**config.mk**
```make
export PLATFORM = sky130hd
export DESIGN_NAME = pipe_stage_skid
export DESIGN_NICKNAME = d
export VERILOG_FILES = /design/src/rtl/pipe_stage_skid.sv
export SDC_FILE = /design/constraint.sdc
export NUM_CORES = 1
export LEC_CHECK = 0
export CELL_PAD_IN_SITES_DETAIL_PLACEMENT = 1
export CELL_PAD_IN_SITES_GLOBAL_PLACEMENT = 1
export CORE_ASPECT_RATIO = 0.8
export CORE_MARGIN = 2
export CORE_UTILIZATION = 25
export DETAILED_ROUTE_END_ITERATION = 10
export PLACE_DENSITY_LB_ADDON = 0.1
export SETUP_SLACK_MARGIN = 0.3
export SLEW_MARGIN = 20
export SYNTH_ARGS = -nofsm -noshare
export SYNTH_HDL_FRONTEND = slang
export SYNTH_SLANG_ARGS = --single-unit
```
**constraint.sdc**
```tcl
create_clock -name clk -period 11.9 [get_ports clk]
set_input_delay 2.38 -clock clk [delete_from_list [all_inputs] [get_ports clk]]
set_output_delay 2.38 -clock clk [all_outputs]
set_load 0.01 [all_outputs]
```
**src/rtl/pipe_stage_skid.sv**
```systemverilog
// Pipeline-stage register with valid/ready handshake and an optional skid entry,
// so each stage can stall locally without a combinational ready chain.
module pipe_stage_skid #(
   parameter int                    DATA_WIDTH   = 64,
   parameter logic [DATA_WIDTH-1:0] BUBBLE_VALUE = {DATA_WIDTH{1'b0}},
   parameter bit                    SKID         = 1'b1,
   parameter int                    CNT_WIDTH    = 16
) (
   input  logic                  clk,
   input  logic                  reset,
   input  logic                  flush,
   input  logic                  in_valid,
   output logic                  in_ready,
   input  logic [DATA_WIDTH-1:0] in_data,
   output logic                  out_valid,
   input  logic                  out_ready,
   output logic [DATA_WIDTH-1:0] out_data,
   output logic [1:0]            occupancy,
   output logic [CNT_WIDTH-1:0]  stall_cycles
);

   logic                  main_valid;
   logic [DATA_WIDTH-1:0] main_data;
   logic                  skid_valid;
   logic                  in_xfer;
   logic                  out_xfer;

   assign out_valid = main_valid;
   assign out_data  = main_data;
   assign in_xfer   = in_valid && in_ready;
   assign out_xfer  = main_valid && out_ready;
   assign occupancy = {1'b0, main_valid} + {1'b0, skid_valid};

   if (SKID) begin : g_skid
      logic                  skid_q;
      logic [DATA_WIDTH-1:0] skid_data;

      // in_ready comes straight from the skid flop, never from out_ready
      assign skid_valid = skid_q;
      assign in_ready   = !skid_q;

      always_ff @(posedge clk) begin
         if (reset || flush) begin
            main_valid <= 1'b0;
            skid_q     <= 1'b0;
            main_data  <= BUBBLE_VALUE;
         end else if (skid_q && out_xfer) begin
            main_data <= skid_data;
            skid_q    <= 1'b0;
         end else if (in_xfer && (!main_valid || out_xfer)) begin
            main_data  <= in_data;
            main_valid <= 1'b1;
         end else if (in_xfer) begin
            skid_data <= in_data;
            skid_q    <= 1'b1;
         end else if (out_xfer) begin
            main_valid <= 1'b0;
         end
      end
   end else begin : g_single
      assign skid_valid = 1'b0;
      assign in_ready   = !main_valid || out_ready;

      always_ff @(posedge clk) begin
         if (reset || flush) begin
            main_valid <= 1'b0;
            main_data  <= BUBBLE_VALUE;
         end else if (in_xfer) begin
            main_data  <= in_data;
            main_valid <= 1'b1;
         end else if (out_xfer) begin
            main_valid <= 1'b0;
         end
      end
   end

   // Backpressure counter survives flush so stalls can be profiled across kills
   always_ff @(posedge clk) begin
      if (reset) begin
         stall_cycles <= '0;
      end else if (main_valid && !out_ready && (stall_cycles != {CNT_WIDTH{1'b1}})) begin
         stall_cycles <= stall_cycles + 1'b1;
      end
   end

endmodule

```
* Word-level counts from Yosys, hierarchy flattened
Cells that the tools add are included.
** Cells by class
- Add/subtract/negate cells :: 2
- Equal/unequal tests :: 2
- Mux-type cells :: 5
- Bitwise gates (word level) :: 3
- Reduce and logical (&&, ||, !) cells :: 17
** Operator list (number)
- $mux W64 :: 2
- $add A16 B1 Y16 const B :: 1
- $ne A16 B16 Y1 const B :: 1
- $logic_and A1 B1 Y1 :: 6
- $reduce_and A4 Y1 :: 1
- $reduce_bool A2 Y1 :: 2
- $logic_not A1 Y1 :: 3
- $mux W1 :: 3
- $not A1 Y1 :: 3
- $reduce_and A3 Y1 :: 1
- $add A1 B1 Y2 :: 1
- $logic_or A1 B1 Y1 :: 2
- $ne A2 B1 Y1 const B :: 1
- $reduce_and A2 Y1 :: 1
- $reduce_or A2 Y1 :: 1
** Storage, ports and cells
- Register bits :: 146
- Output and inout port bits :: 84

* Depth between registers and ports, before layout
- Depth in word-level cells :: 5
- Depth in mapped cells :: 6

* Least setup slack after synthesis
OpenSTA, ideal clock, no wires.
- Path kind :: in2reg
- Start :: input port reset
- End :: register g_skid.skid_data[0] (enable)
- Library setup time :: 0.565 ns
- Arrival :: 7.547 ns
- Data required time :: 11.335 ns
- Setup slack :: 3.788 ns
- Stages :: 5
- Buffers on the path :: 3
- Cell sequence :: clkbuf_1 > or2_2 > clkbuf_1 > buf_1 > nor3_1
** Between the ends
- Word-level cells in the longest chain between the ends :: 3
** RTL lines
- start, declared :: line 10 : input logic reset,
- $logic_or A1 B1 Y1 :: line 43 : if (reset || flush) begin
- $not A1 Y1 (no source line)
- $reduce_and A4 Y1 (no source line)
- end signal, assigned :: line 54 : skid_data <= in_data;
- end, declared :: line 36 : logic [DATA_WIDTH-1:0] skid_data;
Every way passes these cells.
A chain may end at the register's enable or synchronous reset.

* Worst setup path after layout
- Start :: input port out_ready
- End :: register main_data[15], in the netlist out_data[15]
** Between the ends
- Word-level cells in the longest chain between the ends :: 4
- Elaborated cells between the ends (all ways) :: 6
** RTL lines
- start, declared :: line 16 : input logic out_ready,
- $logic_and A1 B1 Y1 * :: line 31 : assign out_xfer = main_valid && out_ready;
- $logic_or A1 B1 Y1 :: line 50 : end else if (in_xfer && (!main_valid || out_xfer)) begin
- $logic_and A1 B1 Y1 :: line 50
- $reduce_bool A2 Y1 (no source line)
- end signal, assigned :: line 48 : main_data <= skid_data;
- end signal, assigned :: line 51 : main_data <= in_data;
- end, declared :: line 23 : logic [DATA_WIDTH-1:0] main_data;
Every way passes the cells marked *; elsewhere a longest branch is shown, timed or not.

==> impl_metrics.yaml <==
critical_path:
  cp-end-kind: "flop"
  cp_slowest_stage_delay_ns: 0.67
  cpMostUsedCell: "buf_4"
  path_max_fanout: 72
  r2r_cells: 6
  start_kind: "primary input"
  rr_startpoint: "out_valid"
  worstPathRequired_ns: 12.21
  worstPathCellList: "clkdlybuf4s50_1, and2b_2, a21oi_4, buf_4, buf_4, nor2_1, a211oi_1"
  r2r-end: "out_data[15]"
  worstSetupPathType: "primary input to flop"
  crit_arrival_ns: 4.98
  reg2reg_slack_ns: 9.36
  crit_slowest_cell: "buf_4"
die:
  ios: 153
  rows: 49
  dieArea_um2: 23750
  die_h_um: 138.2
  die_x_um: 171.8
  core_um2: 22320
  start_util_pct: 25.24
synthesis:
  syn_area_um2: 5632
  synth_edf_count: 64
  synth_top_flop_cell: "dfxtp_1"
  synthArstFlopShare_pct: 0
  synth_compound_area_share_pct: 12.31
  syn_area_per_cell_um2: 12.19
  synth_area_leaders: "edfxtp_1 34%, dfxtp_1 29%, mux2i_1 12%"
  syn-num-nets: 533
  synth.most_common_cell: "dfxtp_1"
  synthMuxAreaShare_pct: 11.95
  yosys-top-cells-count: "82 x dfxtp_1, 71 x nor2_1, 69 x a211oi_1, 65 x mux2i_1, 64 x edfxtp_1"
  ys_ff_latch: 146
  synth_top_family_by_area: "compound AO/OA/AOI/OAI gates"
  syn_inst: 462
  synthAdderAreaFrac_pct: 0.4443
  ys.warnings.count: 0
  synth_area_leader_cell: "edfxtp_1"
  synth_top_area_share_pct: 34.13
  ys_types: 34
  yosysSeqAreaShare_pct: 63.27
  yosys.area_share.simple_pct: 8.909
  synthXorXnorAreaFrac_pct: 0.1555
finish:
  fill_cells: 2428
  antenna_cells: 0
  areaGrowthSynthToFinish_pct: 43.55
  drive_gt1_share_pct: 8.226
  nets: 678
worst_hold_path:
  hold_end: "out_data[29]"
  holdCritPathClass: "flop to flop"
  whs_path_depth: 2
  min_from: "out_data[29]"
placement:
  routabilityCongestion: 0.6951
  portBuffers: 152
  hpwl_um: 9900
global_routing:
  grt_overflow_total: 0
  grt_pass1_wl_um: 24540
  grt_max_degree: 73
  antenna_found_initial: 0
  first_global_vias: 4496
  grt_use_total_pct: 13.25
power:
  finalPower_mw: 1.180
  power_density_nw_per_um2: 145.9
  ir_drop_mv: 0.05503
  leakagePower_nw: 3.105
clock_tree:
  cts_htree_levels: 4
  clk_pin_slew_ns: 0.06
  cts_tree: "done"
  hold_buffers: 0
  clock_latency_ns: 0.42
  cts_setup_buffers: 0
  clockBufferDepth: 2
  cts_resized: 0
  numCtsBuffers: 17
  cts_root_buffer: "clkbuf_16"
  numClockSinks: 146
timing:
  finClkSkew_ns: 0.01086
  post-route-period-util_pct: 39.19
  hold_viol: 0
  max_slew_margin_pct: 44.28
  fin_tns_setup_ns: 0
  maxSlewViolCount: 0
  final-setup-viol-count: 0
  worstMarginPinSlew_ns: 0.8358
  min_period_ns: 4.664
  fmax_mhz: 214.4
  rsz0062_at_grt: "false"
drt:
  drc: 0
  first_pass_iters: 4
  avgViaCountPerCell: 4.486
  drt-total-wl_um: 15220
  ant_nets: 0
  drt-wirelength-per-cell_um: 16.44
  first_iter_violations: 159
  vias: 4154
job:
  max_cap_violations: 0
status:
  status: "finished clean"
critical path: cells and delay by family:
kind            cells  cell delay [ns]
compound gates      2             0.38
simple gates        2             0.39
buf+inv             3             1.74
metal layers:
metal	GRT usage [%]	routed length, µm	vias to the layer above
li1	-	-	2023
met1	17.57	7366	2019
met2	20.46	6740	97
met3	4.724	959	15
met4	3.582	156	0
met5	0	0	-
metrics by stage:
| step | worst slack, ns | util (%) | instances | hold slack, ns | cell area (µm²) |
|---|---|---|---|---|---|
| CTS | 7.238 | 36.22 | 926 | 0.5039 | 8084 |
| finish | 7.236 | 36.22 | 926 | 0.4996 | 8084 |
| detailed placement | 6.793 | 33.54 | 894 | 0.4961 | 7485 |
| floorplan | 3.788 | - | 462 | 0.5196 | 5632 |
| global route | 7.004 | 36.22 | 926 | 0.5213 | 8084 |
| global placement | 6.921 | 33.54 | 894 | 0.4853 | 7485 |
cell families after synthesis:
logic type	after synthesis
AOI/OAI and AO/OA	96
xor gates and xnor gates	1
adders and majority gates	2
buffers and inverters	41
DFF	146
muxes	67
and+or+nand+nor	109
where the power goes:
part           switching (mW)  total, mW  internal (mW)
sequential            0.00747      0.541          0.534
clock                   0.231      0.546          0.315
combinational          0.0427     0.0928         0.0501
total                   0.281       1.18          0.899
worst max-delay path by stage:
stage | from | to | cells after the start | slack [ns]
finish | out_ready | out_data[15] | 7 | 7.24
global route | out_ready | out_data[60] | 7 | 7.00
CTS | out_ready | out_data[20] | 7 | 7.24
detailed placement | out_ready | out_data[20] | 7 | 6.79
global placement | out_ready | out_data[59] | 7 | 6.92
floorplan | reset | g_skid.skid_data[0] | 5 | 3.79
cells in the final DEF, fill, tap and decap left out, types with 2 or more instances in the layout:
master	count
or4_1	6
nand3_1	5
nand4_1	3
mux2i_1	65
inv_6	4
nand2_1	4
clkdlybuf4s50_1	152
clkinv_4	3
bufinv_16	2
or3_1	5
nor4_1	2
a211oi_1	69
clkinvlp_4	4
clkbuf_16	17
mux2_2	2
nor3_1	2
o21ai_0	6
nor2_1	71
edfxtp_1	64
buf_4	8
dfxtp_1	82
o31ai_1	5
inv_8	2
inv_1	7
a21oi_1	12
nor2b_1	2
ha_1	2
cell type report:
type / count / area, µm² / area share [%]
Sequential cell: 146 / 3563 / 44.08
Clock buffer: 17 / 425.4 / 5.262
Inverter: 7 / 26.28 / 0.3250
Multi-Input combinational cell: 275 / 1931 / 23.88
Timing Repair Buffer: 160 / 1582 / 19.56
Clock inverter: 15 / 173.9 / 2.151
Tap cell: 306 / 382.9 / 4.736
sequential cells by signal (all words and copies together), names as in the netlist:
name	cells
out_valid	1
stall_cycles	16
g_skid.skid_data	64
out_data	64
g_skid.skid_q	1
No activity file was read; power rests on OpenSTA's default activity.
